### src/rtl/round_pkg.sv
// Shared rounding-mode definitions for the round/saturate pipeline.
package round_pkg;

    typedef enum logic [1:0] {
        RND_TRUNC     = 2'd0,
        RND_HALF_UP   = 2'd1,
        RND_HALF_EVEN = 2'd2,
        RND_TRUNC_ALT = 2'd3
    } rnd_mode_t;

endpackage

### src/rtl/round_sat_pipe_if.sv
// Sample stream in/out of the rounder. The master is the producer of din_* and the consumer of dout_*.
// A sample moves across a side in any cycle where its valid and ready are both high at the clock edge.
interface round_sat_pipe_if #(parameter int DIN = 16);

    logic [DIN-1:0] din_data;
    logic [1:0]     din_mode;
    logic           din_valid;
    logic           din_ready;
    logic [DIN-1:0] dout_data;
    logic           dout_sat;
    logic           dout_valid;
    logic           dout_ready;

    modport master (
        output din_data, din_mode, din_valid, dout_ready,
        input  din_ready, dout_data, dout_sat, dout_valid
    );

    modport slave (
        input  din_data, din_mode, din_valid, dout_ready,
        output din_ready, dout_data, dout_sat, dout_valid
    );

endinterface

### src/rtl/round_pipe_stage.sv
// One valid/ready register slice; accepts new data whenever empty or draining downstream.
module round_pipe_stage #(
    parameter int W = 8
) (
    input  logic         clk,
    input  logic         rst,
    input  logic         i_valid,
    output logic         o_ready,
    input  logic [W-1:0] i_data,
    output logic         o_valid,
    input  logic         i_ready,
    output logic [W-1:0] o_data
);

    logic         r_valid;
    logic [W-1:0] r_data;

    assign o_ready = !r_valid || i_ready;
    assign o_valid = r_valid;
    assign o_data  = r_data;

    always_ff @(posedge clk or posedge rst) begin
        if (rst) begin
            r_valid <= 1'b0;
            r_data  <= '0;
        end else if (o_ready) begin
            r_valid <= i_valid;
            if (i_valid) begin
                r_data <= i_data;
            end
        end
    end

endmodule

### src/rtl/round_sat_pipe.sv
// Two-stage rounder: stage 1 adds the per-mode rounding increment, stage 2 clamps and drops the low NBITS.
// Also counts saturated samples that are actually handed downstream.
module round_sat_pipe
    import round_pkg::*;
#(
    parameter int DIN    = 16,
    parameter int NBITS  = 4,
    parameter bit SIGNED = 1'b0,
    parameter int SATW   = 16
) (
    input  logic            clk,
    input  logic            rst,
    round_sat_pipe_if.slave bus,
    input  logic            sat_clr,
    output logic [SATW-1:0] sat_cnt
);

    localparam int             NBH  = (NBITS > 0) ? NBITS - 1 : 0;
    localparam logic [DIN:0]   ONE  = {{DIN{1'b0}}, 1'b1};
    localparam logic [DIN:0]   HALF = (NBITS > 0) ? (ONE << NBH) : '0;
    localparam logic [DIN-1:0] KEEP = {DIN{1'b1}} << NBITS;
    localparam logic [DIN-1:0] MAXV = (SIGNED ? {1'b0, {(DIN-1){1'b1}}} : {DIN{1'b1}}) & KEEP;

    rnd_mode_t       w_mode;
    logic            w_sign;
    logic [DIN:0]    w_ext;
    logic [DIN:0]    w_inc;
    logic [DIN:0]    w_sum;
    logic            w_s1_valid;
    logic            w_s1_ready;
    logic [DIN+1:0]  w_s1_data;
    logic            w_s1_sign;
    logic [DIN:0]    w_s1_sum;
    logic            w_ovf;
    logic [DIN-1:0]  w_res;
    logic [DIN:0]    w_s2_data;
    logic            w_sat_evt;
    logic [SATW-1:0] r_sat_cnt;

    assign w_mode = rnd_mode_t'(bus.din_mode);
    assign w_sign = SIGNED ? bus.din_data[DIN-1] : 1'b0;
    assign w_ext  = {w_sign, bus.din_data};

    // HALF_EVEN adds just under one half, plus the kept LSB, so exact ties go to the even neighbour.
    always_comb begin
        w_inc = '0;
        if (NBITS > 0) begin
            case (w_mode)
                RND_HALF_UP:   w_inc = HALF;
                RND_HALF_EVEN: w_inc = HALF - ONE + {{DIN{1'b0}}, bus.din_data[NBITS]};
                default:       w_inc = '0;
            endcase
        end
    end

    assign w_sum = w_ext + w_inc;

    round_pipe_stage #(.W(DIN + 2)) u_stage_add (
        .clk     (clk),
        .rst     (rst),
        .i_valid (bus.din_valid),
        .o_ready (bus.din_ready),
        .i_data  ({w_sign, w_sum}),
        .o_valid (w_s1_valid),
        .i_ready (w_s1_ready),
        .o_data  (w_s1_data)
    );

    assign {w_s1_sign, w_s1_sum} = w_s1_data;

    // A negative input can only move towards zero, so only non-negative signed inputs can overflow.
    assign w_ovf = SIGNED ? (!w_s1_sign && w_s1_sum[DIN-1]) : w_s1_sum[DIN];
    assign w_res = w_ovf ? MAXV : (w_s1_sum[DIN-1:0] & KEEP);

    round_pipe_stage #(.W(DIN + 1)) u_stage_clamp (
        .clk     (clk),
        .rst     (rst),
        .i_valid (w_s1_valid),
        .o_ready (w_s1_ready),
        .i_data  ({w_ovf, w_res}),
        .o_valid (bus.dout_valid),
        .i_ready (bus.dout_ready),
        .o_data  (w_s2_data)
    );

    assign bus.dout_sat  = w_s2_data[DIN];
    assign bus.dout_data = w_s2_data[DIN-1:0];

    assign w_sat_evt = bus.dout_valid && bus.dout_ready && bus.dout_sat;

    always_ff @(posedge clk or posedge rst) begin
        if (rst) begin
            r_sat_cnt <= '0;
        end else if (sat_clr) begin
            r_sat_cnt <= '0;
        end else if (w_sat_evt && (r_sat_cnt != {SATW{1'b1}})) begin
            r_sat_cnt <= r_sat_cnt + SATW'(1);
        end
    end

    assign sat_cnt = r_sat_cnt;

endmodule

### src/flat_wrapper.sv
// flat-port wrapper written by rule: the top's interface ports become plain ports
module round_sat_pipe_flat import round_pkg::*;
#(
    parameter int DIN    = 16,
    parameter int NBITS  = 4,
    parameter bit SIGNED = 1'b0,
    parameter int SATW   = 16
)
  (clk, rst, sat_clr, sat_cnt, bus_din_data, bus_din_mode, bus_din_valid, bus_dout_ready, bus_din_ready, bus_dout_data, bus_dout_sat, bus_dout_valid);
  round_sat_pipe_if #(.DIN(DIN)) bus_i ();
  input  logic clk;
  input  logic rst;
  input  logic sat_clr;
  output logic [SATW-1:0] sat_cnt;
  input wire logic [$bits(bus_i.din_data)-1:0] bus_din_data;
  input wire logic [$bits(bus_i.din_mode)-1:0] bus_din_mode;
  input wire logic [$bits(bus_i.din_valid)-1:0] bus_din_valid;
  input wire logic [$bits(bus_i.dout_ready)-1:0] bus_dout_ready;
  output wire logic [$bits(bus_i.din_ready)-1:0] bus_din_ready;
  output wire logic [$bits(bus_i.dout_data)-1:0] bus_dout_data;
  output wire logic [$bits(bus_i.dout_sat)-1:0] bus_dout_sat;
  output wire logic [$bits(bus_i.dout_valid)-1:0] bus_dout_valid;
  assign bus_i.din_data = bus_din_data;
  assign bus_i.din_mode = bus_din_mode;
  assign bus_i.din_valid = bus_din_valid;
  assign bus_i.dout_ready = bus_dout_ready;
  assign bus_din_ready = bus_i.din_ready;
  assign bus_dout_data = bus_i.dout_data;
  assign bus_dout_sat = bus_i.dout_sat;
  assign bus_dout_valid = bus_i.dout_valid;
  round_sat_pipe #(.DIN(DIN), .NBITS(NBITS), .SIGNED(SIGNED), .SATW(SATW)) u_core (.clk(clk), .rst(rst), .bus(bus_i), .sat_clr(sat_clr), .sat_cnt(sat_cnt));
endmodule
### config.mk
export PLATFORM = sky130hd
export DESIGN_NAME = round_sat_pipe_flat
export DESIGN_NICKNAME = d
export VERILOG_FILES = /design/src/rtl/round_pkg.sv /design/src/rtl/round_sat_pipe_if.sv /design/src/rtl/round_pipe_stage.sv /design/src/rtl/round_sat_pipe.sv /design/src/flat_wrapper.sv
export SDC_FILE = /design/constraint.sdc
export NUM_CORES = 1
export LEC_CHECK = 0
export CAP_MARGIN = 5
export CORE_UTILIZATION = 34
export CTS_BUF_LIST = sky130_fd_sc_hd__clkbuf_2 sky130_fd_sc_hd__clkbuf_4 sky130_fd_sc_hd__clkbuf_8
export CTS_CLUSTER_DIAMETER = 100
export DETAILED_ROUTE_END_ITERATION = 16
export PLACE_DENSITY_LB_ADDON = 0.1
export RECOVER_POWER = 25
export SETUP_SLACK_MARGIN = 0.05
export SYNTH_ARGS = -nofsm -noshare
export SYNTH_HDL_FRONTEND = slang
export SYNTH_HIERARCHICAL = 1
export SYNTH_SLANG_ARGS = --single-unit
### constraint.sdc
create_clock -name clk -period 3.46 [get_ports clk]
set_input_delay 0.692 -clock clk [delete_from_list [all_inputs] [get_ports clk]]
set_output_delay 0.692 -clock clk [all_outputs]
set_load 0.01 [all_outputs]
==> results.json <==
{
  "final_antenna_net_count": 0,
  "drive_gt1_frac": 0.206,
  "final-setup-viol-count": 0,
  "nFillCells": 679,
  "syn_inst": 231,
  "finalCritPeriodShare": 0.832,
  "crit_path_start_kind": "input port",
  "dr_total_vias": 1914,
  "synth_area_sq_mm": 0.00262,
  "cts_tree": "built",
  "die_y_um": 89.7,
  "r2r_start": "u_core/sat_cnt[0]$_DFFE_PP0P_",
  "design.die.area_sq_mm": 0.00805,
  "worstHoldStart": "u_core/u_stage_add/o_data[14]$_DFFE_PP0P_",
  "hold_viol": 0,
  "tightest_slew_ns": 0.671,
  "critPathRequiredTime_ns": 2.77,
  "cts_made_buffers": 5,
  "synthToLayoutAreaGrowth_pct": 28.8,
  "antenna_found_initial": 0,
  "drt_pass1_iterations": 4,
  "grt_setup_unrepaired": "no",
  "final_area_sq_mm": 0.00337,
  "die_x_um": 89.7,
  "max_freq_mhz": 347,
  "drv_cap": 0,
  "crit_start": "bus_dout_ready",
  "finalSetupTns_ns": 0,
  "status": "completed",
  "ir_drop_mv": 0.201,
  "fin_nets": 318,
  "cts_root_buf": "clkbuf_8",
  "final_util": 0.460,
  "numPortBuffers": 57,
  "clockBufferDepth": 2,
  "yosys_warnings": 6,
  "drt_wl_total_mm": 5.21,
  "clock_latency_ns": 0.30,
  "worstSetupPathType": "in2out",
  "routed_via_density": 4.91,
  "maxSlewHeadroom": 0.552,
  "antenna_cells": 0,
  "grt.total_usage": 0.137,
  "initial_core_util": 0.357,
  "cp_data_arrival_time_ns": 2.19,
  "place_ws_ns": 0.473,
  "num_io_pins": 58,
  "seqCellArea_sq_mm": 0.00120,
  "skew_ns": 0.00791,
  "multi_input_area_sq_mm": 0.00132,
  "routedWlPerCell_um": 13.3,
  "post-cts-setup-buffers": 0,
  "avgSynthCellArea_sq_um": 11.3,
  "cts.htree.levels": 2,
  "rows": 31,
  "clkSlewWorstSetupHoldPaths_ns": 0.09,
  "dr.first_iter.drc_count": 105,
  "hold_buffers": 0,
  "p_per_area_mw_per_mm2": 418,
  "grt_overflow_total": 0,
  "hold_path_class": "reg2reg",
  "clock-sinks": 48,
  "critPathMaxFanout": 3,
  "cts.repair.resized": 0,
  "p_leak_nw": 1.41,
  "min_period_ns": 2.88,
  "first_global_vias": 1821,
  "end_kind": "output port",
  "core_area_sq_mm": 0.00733,
  "setup_ws_ns": 0.582,
  "gp_congestion": 0.773,
  "drc_errors": 0,
  "dpl-instance-area_sq_mm": 0.00327,
  "grt_max_degree": 19,
  "maxSlewViolCount": 0,
  "dp_hpwl_mm": 3.97,
  "grt_pass1_wl_mm": 8.92
}
[where the power goes]
group	switching, mW	internal (mW)
registers	0.0414	0.631
logic	0.115	0.220
clock network	0.188	0.214
total	0.344	1.07
[cell usage in the layout, fill, tap and decap left out, types with 5 or more instances in the layout]
cell / count
clkdlybuf4s50_1: 55
dfrtp_1: 48
mux2_4: 20
nand3_1: 14
a21oi_1: 14
or2_2: 13
xnor2_1: 12
nand2_1: 11
mux2_2: 10
inv_1: 8
nand4_1: 7
or4_1: 6
o21ai_0: 6
clkbuf_8: 5
nor2_1: 5
o31ai_1: 5
ha_1: 5
[through the flow]
stage / power [mW] / hold WS [ns] / instances
6_report: 1.41 / 0.507 / 390
2_1_floorplan: 0.871 / 0.470 / 234
3_3_place_gp: 1.02 / 0.482 / 382
4_1_cts: 1.43 / 0.512 / 390
5_1_grt: 1.48 / 0.527 / 390
3_5_place_dp: 1.03 / 0.491 / 382
[final cells by class]
cell class | instances | share of cell area
multi-input combinational | 168 | 0.391
timing repair buffer | 59 | 0.174
sequential | 48 | 0.356
clock inverter | 3 | 0.0126
clock buffer | 5 | 0.0204
inverter | 8 | 0.00891
tap | 99 | 0.0367
[registers in the layout, indices dropped and copies added, names as in the netlist]
signal	flops
u_core/sat_cnt	16
u_core/u_stage_add/o_data	13
u_core/u_stage_add/o_valid	1
u_core/u_stage_clamp/o_data	17
u_core/u_stage_clamp/o_valid	1
[final timing paths]
check	to	slack, ns	cells past startpoint
setup / recovery	bus_din_ready	0.58	4
hold / removal	u_core/u_stage_add/o_data[14]$_DFFE_PP0P_	0.51	1
setup reg to reg	u_core/sat_cnt[12]$_DFFE_PP0P_	1.55	5
hold reg to reg	u_core/u_stage_add/o_data[14]$_DFFE_PP0P_	0.51	1
max in group asynchronous	u_core/u_stage_clamp/o_data[5]$_DFFE_PP0P_	2.05	2
min in group asynchronous	u_core/u_stage_add/o_data[15]$_DFFE_PP0P_	0.92	2
[critical path, stage by stage]
cell	delay (ns)
dlygate4sd3_1	0.56
nand2b_1	0.21
nand2b_4	0.18
clkdlybuf4s50_1	0.55
[metal layers]
| layer | GRT usage | part of all wire | vias to the layer above |
|---|---|---|---|
| met1 | 0.171 | 0.46 | 923 |
| li1 | - | - | 945 |
| met5 | 0 | 0 | - |
| met2 | 0.233 | 0.49 | 40 |
| met4 | 0.0492 | 0.015 | 0 |
| met3 | 0.0288 | 0.032 | 6 |
No activity file was read; power rests on OpenSTA's default activity.
